==> src/rtl/life_pkg.sv <==
// Shared definitions for grid-level blocks: scan FSM states and width helpers.
package life_pkg;

    typedef enum logic [1:0] {
        IDLE = 2'd0,
        SEND = 2'd1,
        DONE = 2'd2
    } scan_state_e;

    // Bits needed to hold a count from 0 up to and including n.
    function automatic int popWidth(input int n);
        return $clog2(n + 1);
    endfunction

    function automatic int idxWidth(input int n);
        return (n > 1) ? $clog2(n) : 1;
    endfunction

endpackage

==> src/rtl/row_popcount.sv <==
// Combinational count of set bits in one grid row.
module row_popcount
    import life_pkg::*;
#(
    parameter int COLS = 8,
    localparam int CW  = popWidth(COLS)
) (
    input  logic [COLS-1:0] row_i,
    output logic [CW-1:0]   count_o
);

    always_comb begin
        count_o = '0;
        for (int c = 0; c < COLS; c++) begin
            count_o = count_o + CW'(row_i[c]);
        end
    end

endmodule

==> src/rtl/life_frame_scan.sv <==
// Snapshots the cell grid on request, streams it out row by row over a
// valid/ready link, and reports per-frame population/stability statistics.
module life_frame_scan
    import life_pkg::*;
#(
    parameter int ROWS  = 8,
    parameter int COLS  = 8,
    parameter int CNT_W = 16,
    localparam int CELLS  = ROWS * COLS,
    localparam int POP_W  = popWidth(CELLS),
    localparam int IDX_W  = idxWidth(ROWS),
    localparam int RPOP_W = popWidth(COLS)
) (
    input  logic             clk,
    input  logic             _rst,
    input  logic             snap,
    input  logic [CELLS-1:0] grid_in,
    output logic             busy,
    output logic             row_valid,
    input  logic             row_ready,
    output logic [COLS-1:0]  row_data,
    output logic [IDX_W-1:0] row_idx,
    output logic             frame_done,
    output logic [POP_W-1:0] pop_count,
    output logic [CNT_W-1:0] gen_count,
    output logic             stable,
    output logic             extinct,
    output logic             overrun
);

    localparam logic [IDX_W-1:0] LAST_IDX = IDX_W'(ROWS - 1);

    scan_state_e      state_q, state_d;
    logic [CELLS-1:0] snapReg_q;
    logic [CELLS-1:0] shadow_q;
    logic             prevValid_q;
    logic             same_q;
    logic [POP_W-1:0] acc_q;
    logic [IDX_W-1:0] rowIdx_q;
    logic [CNT_W-1:0] genCount_q;
    logic [POP_W-1:0] popCount_q;
    logic             stable_q;
    logic             extinct_q;
    logic             overrun_q;
    logic [RPOP_W-1:0] rowPop;
    logic             accept;
    logic             handshake;

    assign accept    = (state_q == IDLE) && snap;
    assign handshake = (state_q == SEND) && row_ready;

    row_popcount #(.COLS(COLS)) u_row_popcount (
        .row_i   (row_data),
        .count_o (rowPop)
    );

    always_ff @(posedge clk) begin
        if (_rst) begin
            state_q <= IDLE;
        end else begin
            state_q <= state_d;
        end
    end

    always_comb begin
        state_d = state_q;
        unique case (state_q)
            IDLE:    if (snap) state_d = SEND;
            SEND:    if (row_ready && rowIdx_q == LAST_IDX) state_d = DONE;
            DONE:    state_d = IDLE;
            default: state_d = IDLE;
        endcase
    end

    always_comb begin
        busy       = (state_q != IDLE);
        row_valid  = (state_q == SEND);
        frame_done = (state_q == DONE);
        row_data   = snapReg_q[int'(rowIdx_q) * COLS +: COLS];
        row_idx    = rowIdx_q;
        pop_count  = popCount_q;
        gen_count  = genCount_q;
        stable     = stable_q;
        extinct    = extinct_q;
        overrun    = overrun_q;
    end

    // Statistics commit only in DONE, so an aborted frame never disturbs them.
    always_ff @(posedge clk) begin
        if (_rst) begin
            snapReg_q   <= '0;
            shadow_q    <= '0;
            prevValid_q <= 1'b0;
            same_q      <= 1'b0;
            acc_q       <= '0;
            rowIdx_q    <= '0;
            genCount_q  <= '0;
            popCount_q  <= '0;
            stable_q    <= 1'b0;
            extinct_q   <= 1'b0;
            overrun_q   <= 1'b0;
        end else begin
            if (accept) begin
                snapReg_q   <= grid_in;
                same_q      <= prevValid_q && (grid_in == shadow_q);
                shadow_q    <= grid_in;
                prevValid_q <= 1'b1;
                genCount_q  <= genCount_q + CNT_W'(1);
                acc_q       <= '0;
                rowIdx_q    <= '0;
            end
            if (handshake) begin
                acc_q <= acc_q + POP_W'(rowPop);
                if (rowIdx_q != LAST_IDX) begin
                    rowIdx_q <= rowIdx_q + IDX_W'(1);
                end
            end
            if (state_q == DONE) begin
                popCount_q <= acc_q;
                stable_q   <= same_q;
                extinct_q  <= (acc_q == '0);
            end
            if (snap && state_q != IDLE) begin
                overrun_q <= 1'b1;
            end
        end
    end

endmodule

==> config.mk <==
export PLATFORM = sky130hd
export DESIGN_NAME = life_frame_scan
export DESIGN_NICKNAME = d
export VERILOG_FILES = /design/src/rtl/life_pkg.sv /design/src/rtl/row_popcount.sv /design/src/rtl/life_frame_scan.sv
export SDC_FILE = /design/constraint.sdc
export NUM_CORES = 1
export LEC_CHECK = 0
export BUFFER_PORTS_ARGS = -buffer_cell sky130_fd_sc_hd__buf_2
export CAP_MARGIN = 20
export CELL_PAD_IN_SITES_DETAIL_PLACEMENT = 1
export CELL_PAD_IN_SITES_GLOBAL_PLACEMENT = 1
export CORE_ASPECT_RATIO = 0.6
export CORE_UTILIZATION = 41
export DETAILED_ROUTE_END_ITERATION = 7
export PLACE_DENSITY_LB_ADDON = 0.1
export SYNTH_ARGS = -nofsm -noshare
export SYNTH_HDL_FRONTEND = slang
export SYNTH_SLANG_ARGS = --single-unit
==> constraint.sdc <==
create_clock -name clk -period 5.2 [get_ports clk]
set_input_delay 0.52 -clock clk [delete_from_list [all_inputs] [get_ports clk]]
set_output_delay 0.52 -clock clk [all_outputs]
set_load 0.01 [all_outputs]
==> flow_metrics.py <==
metrics = {
    "pwr": {
        "pwr_density_cell_nw_per_um2": 302,
        "total_power_mw": 1.92,
        "ir_drop_v": 0.000141,
        "p_leak_nw": 2.58,
    },
    "route": {
        "route.vias.total": 4851,
        "drc_errors": 0,
        "drt-total-wl_mm": 17.0,
        "first_pass_iters": 4,
        "ant_nets": 0,
        "viasPerCell": 5.46,
        "routedWlPerCell_um": 19.1,
        "drt_iter0_markers": 348,
    },
    "synth": {
        "synth-seq-cells": 104,
        "syn_area_um2": 5330,
        "synthFlopType": "dfxtp_1",
        "synth_nets": 710,
        "synth_edf_count": 0,
        "synth.distinct_cells": 46,
        "ys_seq_area_share_pct": 39.1,
        "postSynthAreaPerCell_um2": 8.51,
        "async_flop_share_pct": 0,
        "yosys_warnings": 0,
        "synthCells": 626,
    },
    "placement": {
        "dp_slack_ns": 0.218,
        "dp_hpwl_mm": 12.6,
        "placedInstanceArea_um2": 6000,
        "dp_cells": 872,
        "place_congestion": 0.845,
        "io_buffers": 107,
    },
    "final_layout": {
        "nets": 803,
        "stdcell_area_um2": 6350,
        "area.growth.synth_to_final_pct": 19.1,
        "antennaDiodeCount": 0,
        "final_cell_count_no_fill": 889,
        "fill_cells": 1531,
        "drive_gt1_share_pct": 22.0,
    },
    "floorplan": {
        "die_h_um": 90.3,
        "coreArea_um2": 12400,
        "die_w_um": 149,
        "io_pins": 108,
        "rows": 31,
        "initial_core_util_pct": 43.1,
        "dieArea_um2": 13500,
    },
    "sta": {
        "post-route-period-util_pct": 94.6,
        "rsz0062_at_grt": "false",
        "finClkSkew_ns": 0.00605,
        "relSlewSlack_pct": 45.8,
        "setup_viol": 0,
        "slew_violations": 0,
        "fin_crit_ns": 4.92,
        "fmax_mhz": 203,
        "worstMarginPinSlew_ns": 0.814,
        "hold_viol": 0,
        "tns_ns": 0,
        "timing.final.ws_setup_ns": 0.281,
    },
    "global_routing": {
        "grt_first_pass_wirelength_mm": 27.3,
        "overflow": 0,
        "antenna_found_initial": 0,
        "grt.total_usage_pct": 26.6,
        "grt_max_degree": 104,
        "grt_pass1_vias": 4948,
    },
    "clock_tree": {
        "clkLatencyLatePin_ns": 0.35,
        "cts_buffers": 9,
        "clock-sinks": 104,
        "h-tree-depth": 3,
        "cts_tree": "yes",
        "cts_buffer_depth": 2,
        "cts_root_buffer": "clkbuf_16",
        "ctsHoldBuffers": 0,
        "post_cts_buffers": 0,
        "clkTransAtPathRegs_ns": 0.07,
    },
    "critical_path": {
        "cp_max_fo": 10,
        "startpoint": "row_idx[0]",
        "cp-end-kind": "register",
        "timing.rr.start": "row_idx[0]",
        "worstSetupPathType": "register to register",
        "crit_arrival_ns": 5.19,
        "crit_path_start_kind": "register",
        "required_ns": 5.48,
    },
    "run_status": {
        "outcome": "completed",
    },
    "flow_run": {
        "maxCapViolCount": 0,
    },
    "min_path": {
        "hold_start": "_rst",
        "hold_path.class": "input pin to register",
    },
}
final cells by class:
cell class	count	area (um2)	share of cell area [%]
clock buffer	10	239	3.76
multi-input combinational	465	3030	47.7
tap	165	206	3.25
inverter	23	86.3	1.36
clock inverter	6	90.1	1.42
timing repair buffer	116	616	9.70
sequential	104	2080	32.8
timing repair:
item / CTS / global route
setup endpoints to repair: 0 / 1
resized for setup: 0 / 1
hold endpoints to repair: 0 / 0
stage by stage:
stage,util [%],hold WS [ns]
finish,51.3,0.375
floorplan,-,0.432
CTS,51.1,0.365
global placement,48.5,0.439
detailed placement,48.5,0.448
global route,51.3,0.380
placed cells by master (no fill, tap or decap), types with 2 or more instances in the layout:
cell	n
mux4_2	16
buf_2	107
a22oi_1	4
nor4_1	9
xnor2_1	52
nand2_1	160
nand3_1	7
inv_6	2
xor2_1	17
nand2b_1	6
clkbuf_16	9
a21o_1	3
buf_4	8
dfxtp_1	103
a2111o_1	2
mux2_2	2
or3_1	8
o21ai_0	4
a21oi_1	89
bufinv_16	2
nand4_4	2
nor2b_1	4
ha_1	11
inv_1	22
nor2_1	20
mux2i_1	6
o211ai_1	3
nand4_1	15
nor4_2	2
nor3_1	3
fa_1	5
power breakdown:
part / internal (mW) / switching, mW / leakage [nW] / total [mW]
clock network: 0.438 / 0.318 / 0.159 / 0.756
logic: 0.121 / 0.167 / 1.57 / 0.288
registers: 0.831 / 0.0428 / 0.849 / 0.874
total: 1.39 / 0.528 / 2.58 / 1.92
logic make-up after synthesis:
logic type	count (synthesis)	synth area share (%)
buffers and inverters	57	4.27
flip-flops	104	39.1
AO/OA/AOI/OAI	112	11.6
XOR/XNOR	69	11.3
adder cells (fa/ha/maj)	16	4.46
AND/OR/NAND/NOR	244	20.9
multiplexers	24	8.31
synthesized netlist by cell type (2+ instances only):
library cell    n  share of area, %
nor4_1          9               1.1
ha_1           11               2.6
buf_2           7              0.66
nand2b_1        6              0.70
clkbuf_1       24               1.7
a22oi_1         4              0.56
dfxtp_1       104                39
nand3_1         7              0.66
nor4_2          2              0.47
nor2_1         20               1.4
a21o_1          3              0.42
nand2_1       161                11
nor2b_1         4              0.47
mux4_2         16               6.8
xor2_1         17               2.8
o211ai_1        3              0.42
o21ai_0         4              0.38
xnor2_1        52               8.5
mux2i_1         6               1.1
nand4_1        15               1.8
nor3_1          3              0.28
inv_1          22               1.5
a2111o_1        2              0.42
mux2_2          2              0.42
nand4_4         2              0.80
fa_1            5               1.9
or3_1           8              0.94
a21oi_1        89               8.4
metal layers:
metal | GRT usage [%] | share of wire (%)
met4 | 4.08 | 0.58
met2 | 39.2 | 44
met3 | 6.82 | 7.3
met5 | 0 | 0
met1 | 39.4 | 49
worst max-delay path, cell delays in order (launching register included):
cell	delay (ns)
dfxtp_1	0.45
buf_4	0.24
mux4_2	0.33
mux2_2	0.30
ha_1	0.30
inv_1	0.09
fa_1	0.44
fa_1	0.47
fa_1	0.42
fa_1	0.49
inv_1	0.07
fa_1	0.45
a21o_1	0.21
a21oi_1	0.28
o211ai_1	0.14
a21oi_1	0.16
flip-flops by register name, indices dropped and copies added (netlist names):
signal       flops
same_q           1
acc_q            7
extinct          1
state_q          2
gen_count       16
overrun          1
shadow_q        64
pop_count        7
stable           1
row_idx          3
prevValid_q      1
final timing paths:
check | cells past startpoint | end | slack, ns
max | 15 | acc_q[6] | 0.28
min | 2 | shadow_q[60] | 0.37
max reg2reg | 15 | acc_q[6] | 0.28
min reg2reg | 2 | extinct | 0.45
Power figures use the tool's default switching activity.
